### config.mk
export PLATFORM = sky130hd
export DESIGN_NAME = single_argmax
export DESIGN_NICKNAME = d
export VERILOG_FILES = /design/src/rtl/single_argmax.sv
export SDC_FILE = /design/constraint.sdc
export NUM_CORES = 1
export LEC_CHECK = 0
export CAP_MARGIN = 10
export CORE_ASPECT_RATIO = 0.6
export CORE_MARGIN = 2
export CORE_UTILIZATION = 54
export DETAILED_ROUTE_END_ITERATION = 8
export PLACE_DENSITY_LB_ADDON = 0.1
export SLEW_MARGIN = 20
export SYNTH_ARGS = -nofsm -noshare
export SYNTH_HDL_FRONTEND = slang
export SYNTH_SLANG_ARGS = --single-unit
export TNS_END_PERCENT = 20
### constraint.sdc
create_clock -name clk -period 6.7 [get_ports clk]
set_input_delay 1.005 -clock clk [delete_from_list [all_inputs] [get_ports clk]]
set_output_delay 1.005 -clock clk [all_outputs]
set_load 0.005 [all_outputs]
### src/rtl/single_argmax.sv
// Sequential argmax over a captured vector of IEEE-754 single-precision values.
// The comparison uses an integer ordering key, so no floating-point unit is needed.
module single_argmax #(
    parameter int HEIGHT  = 10,
    parameter int INDEX_W = (HEIGHT > 1) ? $clog2(HEIGHT) : 1
) (
    input  logic               clk,
    input  logic               rstn,
    input  logic               start,
    input  logic [31:0]        vector_in [HEIGHT],
    output logic               busy,
    output logic               done,
    output logic [INDEX_W-1:0] max_index,
    output logic [31:0]        max_value,
    output logic               all_nan
);

    typedef enum logic [1:0] {IDLE, SCAN, DONE} state_t;

    state_t             state;
    logic [31:0]        vec_q [HEIGHT];
    logic [INDEX_W-1:0] counter;
    logic [31:0]        best_key;
    logic               best_valid;

    logic [31:0]        cur_elem;
    logic [31:0]        cur_key;
    logic               cur_nan;
    logic               take;
    logic               last;

    // -0 folds onto +0 so the two tie and the lower index wins.
    function automatic logic [31:0] order_key(input logic [31:0] bits);
        logic [31:0] b;
        b = (bits == 32'h8000_0000) ? 32'h0000_0000 : bits;
        return b[31] ? ~b : {1'b1, b[30:0]};
    endfunction

    always_comb begin
        cur_elem = vec_q[0];
        for (int i = 1; i < HEIGHT; i++) begin
            if (counter == INDEX_W'(i)) cur_elem = vec_q[i];
        end
    end

    assign cur_nan = (cur_elem[30:23] == 8'hFF) && (cur_elem[22:0] != 23'd0);
    assign cur_key = order_key(cur_elem);
    assign take    = !cur_nan && (!best_valid || (cur_key > best_key));
    assign last    = (counter == INDEX_W'(HEIGHT - 1));

    always_ff @(posedge clk or negedge rstn) begin
        if (!rstn) begin
            state      <= IDLE;
            busy       <= 1'b0;
            done       <= 1'b0;
            max_index  <= '0;
            max_value  <= '0;
            all_nan    <= 1'b0;
            counter    <= '0;
            best_key   <= '0;
            best_valid <= 1'b0;
            for (int i = 0; i < HEIGHT; i++) vec_q[i] <= '0;
        end else begin
            case (state)
                IDLE, DONE: begin
                    if (start) begin
                        for (int i = 0; i < HEIGHT; i++) vec_q[i] <= vector_in[i];
                        counter    <= '0;
                        best_valid <= 1'b0;
                        state      <= SCAN;
                        busy       <= 1'b1;
                        done       <= 1'b0;
                        all_nan    <= 1'b0;
                    end
                end
                SCAN: begin
                    if (take) begin
                        best_key   <= cur_key;
                        best_valid <= 1'b1;
                        max_index  <= counter;
                        max_value  <= cur_elem;
                    end
                    counter <= counter + 1'b1;
                    if (last) begin
                        state <= DONE;
                        busy  <= 1'b0;
                        done  <= 1'b1;
                        // Nothing usable was seen: report element 0 and flag it.
                        if (!best_valid && !take) begin
                            max_index <= '0;
                            max_value <= vec_q[0];
                            all_nan   <= 1'b1;
                        end
                    end
                end
                default: state <= IDLE;
            endcase
        end
    end

endmodule

# Yosys cells after proc, flatten, opt, wreduce, memory -nomap -nowiden
# Cells that the tools add are included.
# op_classes
addsub,1
multipliers,0
div_mod_pow,0
n_lt_le_gt_ge,1
eq_ne,17
shift,0
muxes,33
bitwise,1
reduce_logical,18
# ops
op,n
$mux W32,14
$eq A32 B32 Y1 const B,1
$gt A32 B32 Y1,1
$not A32 Y32,1
$reduce_bool A23 Y1,1
$eq A4 B3 Y1 const B,4
$mux W4,4
$eq A4 B2 Y1 const B,2
$eq A4 B4 Y1 const B,2
$eq A8 B8 Y1 const B,1
$ne A2 B2 Y1 const B,4
$pmux W1 S2,4
$pmux W4 S2,1
$reduce_and A2 Y1,4
$mux W1,7
$reduce_and A3 Y1,2
$add A4 B1 Y4 const B,1
$eq A4 B1 Y1 const B,1
$mux W2,2
$pmux W2 S2,1
$reduce_and A4 Y1,1
$logic_and A1 B1 Y1,3
$logic_not A1 Y1,3
$eq A2 B1 Y1 const B,1
5 further kinds,5
# word_totals
register_bits,398
latchBits,0
ram_bits,0
rom_bits,0
output_inout_bits,39
wordCells,90
n_memories,0

# Logic depth before layout (Yosys ltp)
# Gate-level depths: netlist of the first run.
# logic_depth
word_depth,22
ltp_mapped,27

# Least setup slack after synthesis of the first run
# No wires, ideal clock.
# synth_timing
kind,reg-to-reg
startpoint,reg counter[1]
endpoint,reg max_value[0]
setup_ns,0.101
arrival_ns,5.251
required_ns,6.599
path_slack_ns,1.348
stages_incl_launch_ff,26
n_path_buf,6
period_less_slack_ns,5.352
cell_sequence,dfrtp_1 inv_1 ha_1 buf_4 buf_4 buf_6 buf_6 o21ai_4 a21boi_0 o2bb2ai_1 a21oi_1 o21ai_0 or4_4 nor4_4 buf_4 nor2_1 ha_1 a21oi_1 o21ai_0 or3_1 a21o_1 o22a_1 o21ai_1 clkbuf_1 nor2_1 nor4_1
# synth_between
elab_chain_len,21
# synth_lines
element,line,rtl
from (decl),22,logic [INDEX_W-1:0] counter;
from (signal assigned),83,counter <= counter + 1'b1;
$eq A4 B1 Y1,42,if (counter == INDEX_W'(i)) cur_elem = vec_q[i];
$mux W32 (8 in a row),42,
$mux W32 *,42,
$eq A32 B32 Y1,35,b = (bits == 32'h8000_0000) ? 32'h0000_0000 : bits;
$mux W32 *,35,
$not A32 Y32,36,"return b[31] ? ~b : {1'b1, b[30:0]};"
$mux W32 *,36,
net cur_key[13],27,logic [31:0] cur_key;
$gt A32 B32 Y1 *,48,assign take = !cur_nan && (!best_valid || (cur_key > best_key));
$logic_or A1 B1 Y1 *,48,
$logic_and A1 B1 Y1 *,48,
$logic_not A1 Y1,89,if (!best_valid && !take) begin
$logic_and A1 B1 Y1,89,
$mux W32,89,
$mux W32 *,84,if (last) begin
to (signal assigned),81,max_value <= cur_elem;
to (signal assigned),91,max_value <= vec_q[0];
to (decl),14,"output logic [31:0] max_value,"
# Mark *: on every way through the listed nets, which the timed path passes. The rest lies on a longest branch.
# A chain may end at the register's enable or synchronous reset.

# Worst setup path after layout of the first run
# layout_timing
startpoint,reg counter[1]
endpoint,reg max_value[31]
# Same word-level chain as after synthesis.

==> impl_metrics.toml, run 1 <==
[clocking]
clkSlewWorstSetupHoldPaths_ps = 70
cts.sinks = 398
clockBufferDepth = 3
cts-root-buf = "clkbuf_16"
cts_tree = "done"
worstSkewPairLatency_ps = 550
cts_buffers = 37
htreeDepth = 2

[final_layout]
drive_gt1_share_pct = 9.483
final_common_cell = "nand2_1"
final_cell_mix = "nand2_1, dfrtp_1, clkdlybuf4s50_1, buf_4, nor2_1"
fin_nets = 3115
num-fill-cells = 2809
area_growth_pct = 29.13

[detailed_routing]
via_count = 20140
avgViaCountPerCell = 6.123
drc = 0
drt_iter0_drc = 2773
wl_per_cell_um = 24.78
wl_mm = 81.51
drt.antenna.violating_nets = 0
drt_pass1_iterations = 7

[logic_synthesis]
ys_seq_area_share_pct = 49.00
synth.distinct_cells = 82
synth-main-ff-cell = "dfrtp_1"
synth_cells = 2409
syn_area_um2 = 20330
synth_edf_count = 0
synth_top_cell_by_area = "dfrtp_1"
ys_top_cells_by_area = "dfrtp_1, nand2_1, ha_1"
synth_warnings = 0
avgSynthCellArea_um2 = 8.438
async_reset_ff_share_pct = 100.0
post-synth-top-area-fraction_pct = 49.00
ys_seq_elements = 398
synth_nets = 2768

[die]
io_pins = 362
floorplan.initialDensity_pct = 55.41
die_x_um = 254.5
rows = 54
die_y_um = 154.3
fp.coreArea_um2 = 36690
fp.dieArea_um2 = 39260

[placement]
routabilityCongestion = 1.024
dp_hpwl_mm = 61.21
portBuffers = 361
preCtsSetupSlack_ps = 102.9

[global_route]
grtUsageMet1_pct = 58.97
grt-busiest-layer = "met2"
grt_pass1_wl_mm = 120.6
grt_use_total_pct = 41.40
antenna_found_initial = 4
grt_max_degree = 202
grt_use_met3_pct = 15.42
grtUsageMet2_pct = 59.53
overflow = 0
grt_pass1_vias = 19480

[sta]
finalHoldViolations = 0
setup_viol = 0
relSlewSlack_pct = 26.33
min_period_ps = 6507
tightestPinTransition_ps = 1103
finalCritPeriodShare_pct = 97.12
layout_setup_ws_ps = 192.8
maxSlewViolCount = 0
fin_skew_ps = 14.19
fmax_ghz = 0.1537

[job]
max_cap_viol_count = 0

[critical_path]
required_ps = 7120
worstSetupPathType = "register to register"
cp_max_fo = 24
worstPathArrival_ps = 6930
critPathLaunchType = "register"
worstSetupEndpointType = "register"

[run_status]
outcome = "finished clean"

[worst_hold_path]
holdCritPathClass = "input pin to asynchronous set/reset pin"
-- Yosys cell counts (all sizes together) (4+ instances only) --
cell        n
xor2       22
nand3      13
o22a        8
xnor2      10
o31ai      13
mux2       31
o22ai      28
nand4       8
o21a        5
a221oi     12
ha         36
dfrtp     398
o221ai     18
nand2    1002
a21o        9
o2bb2ai    13
o311ai      4
a31oi      10
and3        4
a2bb2oi     6
a22oi      20
a22o        5
or4         4
nor4b      11
a211o       7
a21oi      88
or2        10
a32oi       7
nand3b     14
clkbuf    106
a211oi     20
nor4       14
o21ai      77
inv        46
buf        64
nor3       13
o311a       4
o221a      33
nor2b      22
nor2      100
nand2b     40
o32ai       9
o211ai      8
-- cell type report --
cell class | count | area (µm²) | area share (%)
clock inverter | 18 | 287.8 | 1.096
sequential | 398 | 9962 | 37.95
timing repair buffer | 477 | 4647 | 17.70
antenna | 1 | 2.502 | 0.009533
tap | 504 | 630.6 | 2.402
clock buffer | 49 | 1054 | 4.014
inverter | 46 | 172.7 | 0.6578
multi-input combinational | 1796 | 9493 | 36.16
-- state kept, by name (all words and copies together) (netlist names) --
signal / count
vec_q: 320
best_key: 32
max_value: 32
counter: 4
max_index: 4
state: 2
all_nan: 1
best_valid: 1
busy: 1
done: 1
-- through the flow --
step	setup TNS [ps]	hold WS (ps)	cells	cell area (µm²)	utilization [%]
5_1_grt	-591.8	468.7	3288	26250	71.54
3_5_place_dp	0	456.9	3218	24840	67.71
6_report	0	420.6	3289	26250	71.55
3_3_place_gp	0	453.0	3218	24840	67.71
4_1_cts	0	453.4	3285	26180	71.37
2_1_floorplan	0	436.9	2409	20330	-
-- timing repair --
item,4_1_cts,5_1_grt
endpoints found under the setup margin,0,66
resized for setup,0,5
setup buffers,0,1
hold buffers,0,0
-- kinds of logic after synthesis --
group | after synthesis | synth area share, %
xor+xnor | 32 | 1.379
fa+ha+maj | 36 | 2.216
flops | 398 | 49.00
buf+inv | 216 | 4.604
compound gates | 418 | 14.74
mux | 34 | 1.865
simple gates | 1275 | 26.20
-- worst paths after layout --
kind | depth (start not counted) | from | slack, ps | to
max in group asynchronous | 3 | rstn | 4790 | vec_q[250]
min | 1 | rstn | 420 | vec_q[137]
min reg2reg | 2 | vec_q[228] | 480 | vec_q[228]
max | 22 | counter[1] | 190 | max_value[31]
max reg2reg | 22 | counter[1] | 190 | max_value[31]
min in group clk | 2 | vec_q[228] | 480 | vec_q[228]
-- per-layer routing --
| layer | vias up | routed length [µm] |
|---|---|---|
| met5 | - | 8 |
| met4 | 2 | 2394 |
| met3 | 191 | 10990 |
| met2 | 1300 | 33880 |
| met1 | 9854 | 34240 |
| li1 | 8790 | - |
-- worst max-delay path: stages, from the launching register on --
cell,delay [ps]
dfrtp_1,440
inv_1,110
ha_2,390
or4b_1,460
buf_4,240
o221ai_1,480
a221oi_1,200
nor4_1,420
nand4_1,230
buf_4,200
nor4_4,300
buf_12,210
nor2_1,90
ha_1,280
and4_1,210
nand4_1,180
nor4_1,470
o22a_1,240
o21ai_2,120
buf_4,190
a22oi_2,380
a21oi_1,120
nor4b_1,360
Power of run 1 is left out: the tool's default activity adds up to more than one toggle a clock period on the data nets, which glitch-free logic cannot reach.
==> inputs of run 2 (changes only) <==
--- a/config.mk
+++ b/config.mk
@@ -9,6 +9,7 @@
 export CORE_ASPECT_RATIO = 0.6
 export CORE_MARGIN = 2
 export CORE_UTILIZATION = 54
+export CTS_CLUSTER_SIZE = 14
 export DETAILED_ROUTE_END_ITERATION = 8
 export PLACE_DENSITY_LB_ADDON = 0.1
 export SLEW_MARGIN = 20
==> run 2 against run 1 <==
Effect of this change: core utilization shrank 0.19 points; worst hold slack improved by 11 ps; largest cell class unchanged; setup slack got worse by 36 ps; die area stayed put; the flow now finishes with violations (DRC); first-iteration DRC count rose by 12%; flip-flop and latch count stayed put; wire length decreased by 0.43%; fmax down 0.55%.
==> impl_metrics.toml, run 2 (synthesized netlist as in run 1, its figures left out) <==
[detailed_routing]
drt.antenna.violating_nets = 0
via_count = 20070
wl_mm = 81.15
drc = 2
drt_pass1_iterations = 9
avgViaCountPerCell = 6.106
wl_per_cell_um = 24.69
drt_iter0_drc = 3111

[sta]
relSlewSlack_pct = 26.73
finalHoldViolations = 0
min_period_ps = 6543
maxSlewViolCount = 0
finalCritPeriodShare_pct = 97.66
fmax_ghz = 0.1528
setup_viol = 0
rsz0062_at_grt = "yes"
tightestPinTransition_ps = 1098
fin_skew_ps = 23.49
whs_ps = 431.7
fin_tns_setup_ps = 0

[clocking]
cts-resized-gates = 0
cts.sinks = 398
post_cts_buffers = 0
htreeDepth = 2
cts_hold_buffers = 0
cts_buffers = 38
cts_tree = "done"
clockBufferDepth = 3
clkSlewWorstSetupHoldPaths_ps = 70
cts-root-buf = "clkbuf_16"
worstSkewPairLatency_ps = 560

[final_layout]
fin_nets = 3115
drive_gt1_share_pct = 9.349
final_cell_mix = "nand2_1, dfrtp_1, clkdlybuf4s50_1, buf_4, nor2_1"
largest_reg_flops = 320
final_common_cell = "nand2_1"
area_growth_pct = 28.78
top_regs = "vec_q: 320 flops, best_key: 32 flops, max_value: 32 flops"
utilization_pct = 71.35
top_register = "vec_q"
stdcell_count = 3287
num-fill-cells = 2800

[die]
die_y_um = 154.3
die_x_um = 254.5
floorplan.initialDensity_pct = 55.41
fp.dieArea_um2 = 39260
io_pins = 362
fp.coreArea_um2 = 36690
rows = 54

[critical_path]
cp_top_family = "simple AND/OR/NAND/NOR gates"
worstSetupPathType = "register to register"
max_stage_delay_ps = 480
worstPathArrival_ps = 6970
path_cells = "inv_1, ha_1, buf_4, or2_1, a21oi_1, o311a_1, o221ai_1, nor4_1, buf_4, nand3_1, nor4_4, buf_12, nor2_1, ha_1, and4_1, nand4_1, nor4_1, o22a_1, o21ai_2, buf_4, a22oi_2, a21oi_1, nor4b_1"
critPathLaunchType = "register"
path_common_cell = "buf_4"
required_ps = 7120
slowest_stage = "nor4_1"
crit_buf_inv = 5
worstSetupEndpointType = "register"
cp_max_fo = 24

[global_route]
grt_max_degree = 202
antenna_found_initial = 5
grt_pass1_vias = 19420
grt_use_total_pct = 41.42
overflow = 0
grt_pass1_wl_mm = 120.5

[worst_hold_path]
holdCritPathClass = "input pin to asynchronous set/reset pin"

[placement]
portBuffers = 361
dp_hpwl_mm = 61.21
dp_cells = 3218
routabilityCongestion = 1.024

[run_status]
outcome = "finished, violations left"
violations = "DRC"

[job]
max_cap_viol_count = 0
==> run 2: changes by cell type in the layout (fill, tap and decap cells not counted) <==
| cell | change |
|---|---|
| buf_4 | -1 |
| bufinv_16 | -3 |
| clkbuf_1 | +2 |
| clkbuf_8 | +3 |
| clkinv_4 | -1 |
| clkinvlp_4 | -3 |
| diode_2 | +1 |
| o221ai_1 | -1 |
| o221ai_2 | +1 |
==> run 2: routing by layer <==
layer	global-route usage (%)	part of all wire (%)
met4	11.62	3.1
met2	59.13	41
met1	59.01	42
met3	15.43	13
met5	0	0.026
==> run 2: final cells by class <==
| type | count | area (µm²) | area share, % |
|---|---|---|---|
| Antenna cell | 2 | 5.005 | 0.01912 |
| Clock buffer | 54 | 1102 | 4.211 |
| Timing Repair Buffer | 476 | 4639 | 17.72 |
| Inverter | 46 | 172.7 | 0.6596 |
| Multi-Input combinational cell | 1796 | 9499 | 36.29 |
| Sequential cell | 398 | 9962 | 38.06 |
| Tap cell | 504 | 630.6 | 2.409 |
| Clock inverter | 11 | 166.4 | 0.6357 |
==> run 2: final timing paths <==
path | start | to | slack (ps) | cells after the start
worst max-delay path | counter[0] | max_value[31] | 160 | 23
max in group asynchronous | rstn | vec_q[250] | 4810 | 3
worst min register to register | vec_q[228] | vec_q[228] | 470 | 2
min in group clk | vec_q[228] | vec_q[228] | 470 | 2
worst min-delay path | rstn | vec_q[137] | 430 | 1
worst max register to register | counter[0] | max_value[31] | 160 | 23
==> run 2: stage by stage <==
step	instance area [µm²]	setup slack [ps]
after global placement	24840	320.3
after global routing	26170	-94.16
after floorplan	20330	1348
final	26180	156.8
after CTS	26110	92.35
after detailed placement	24840	102.9
Power of run 2 is left out for the same reason.
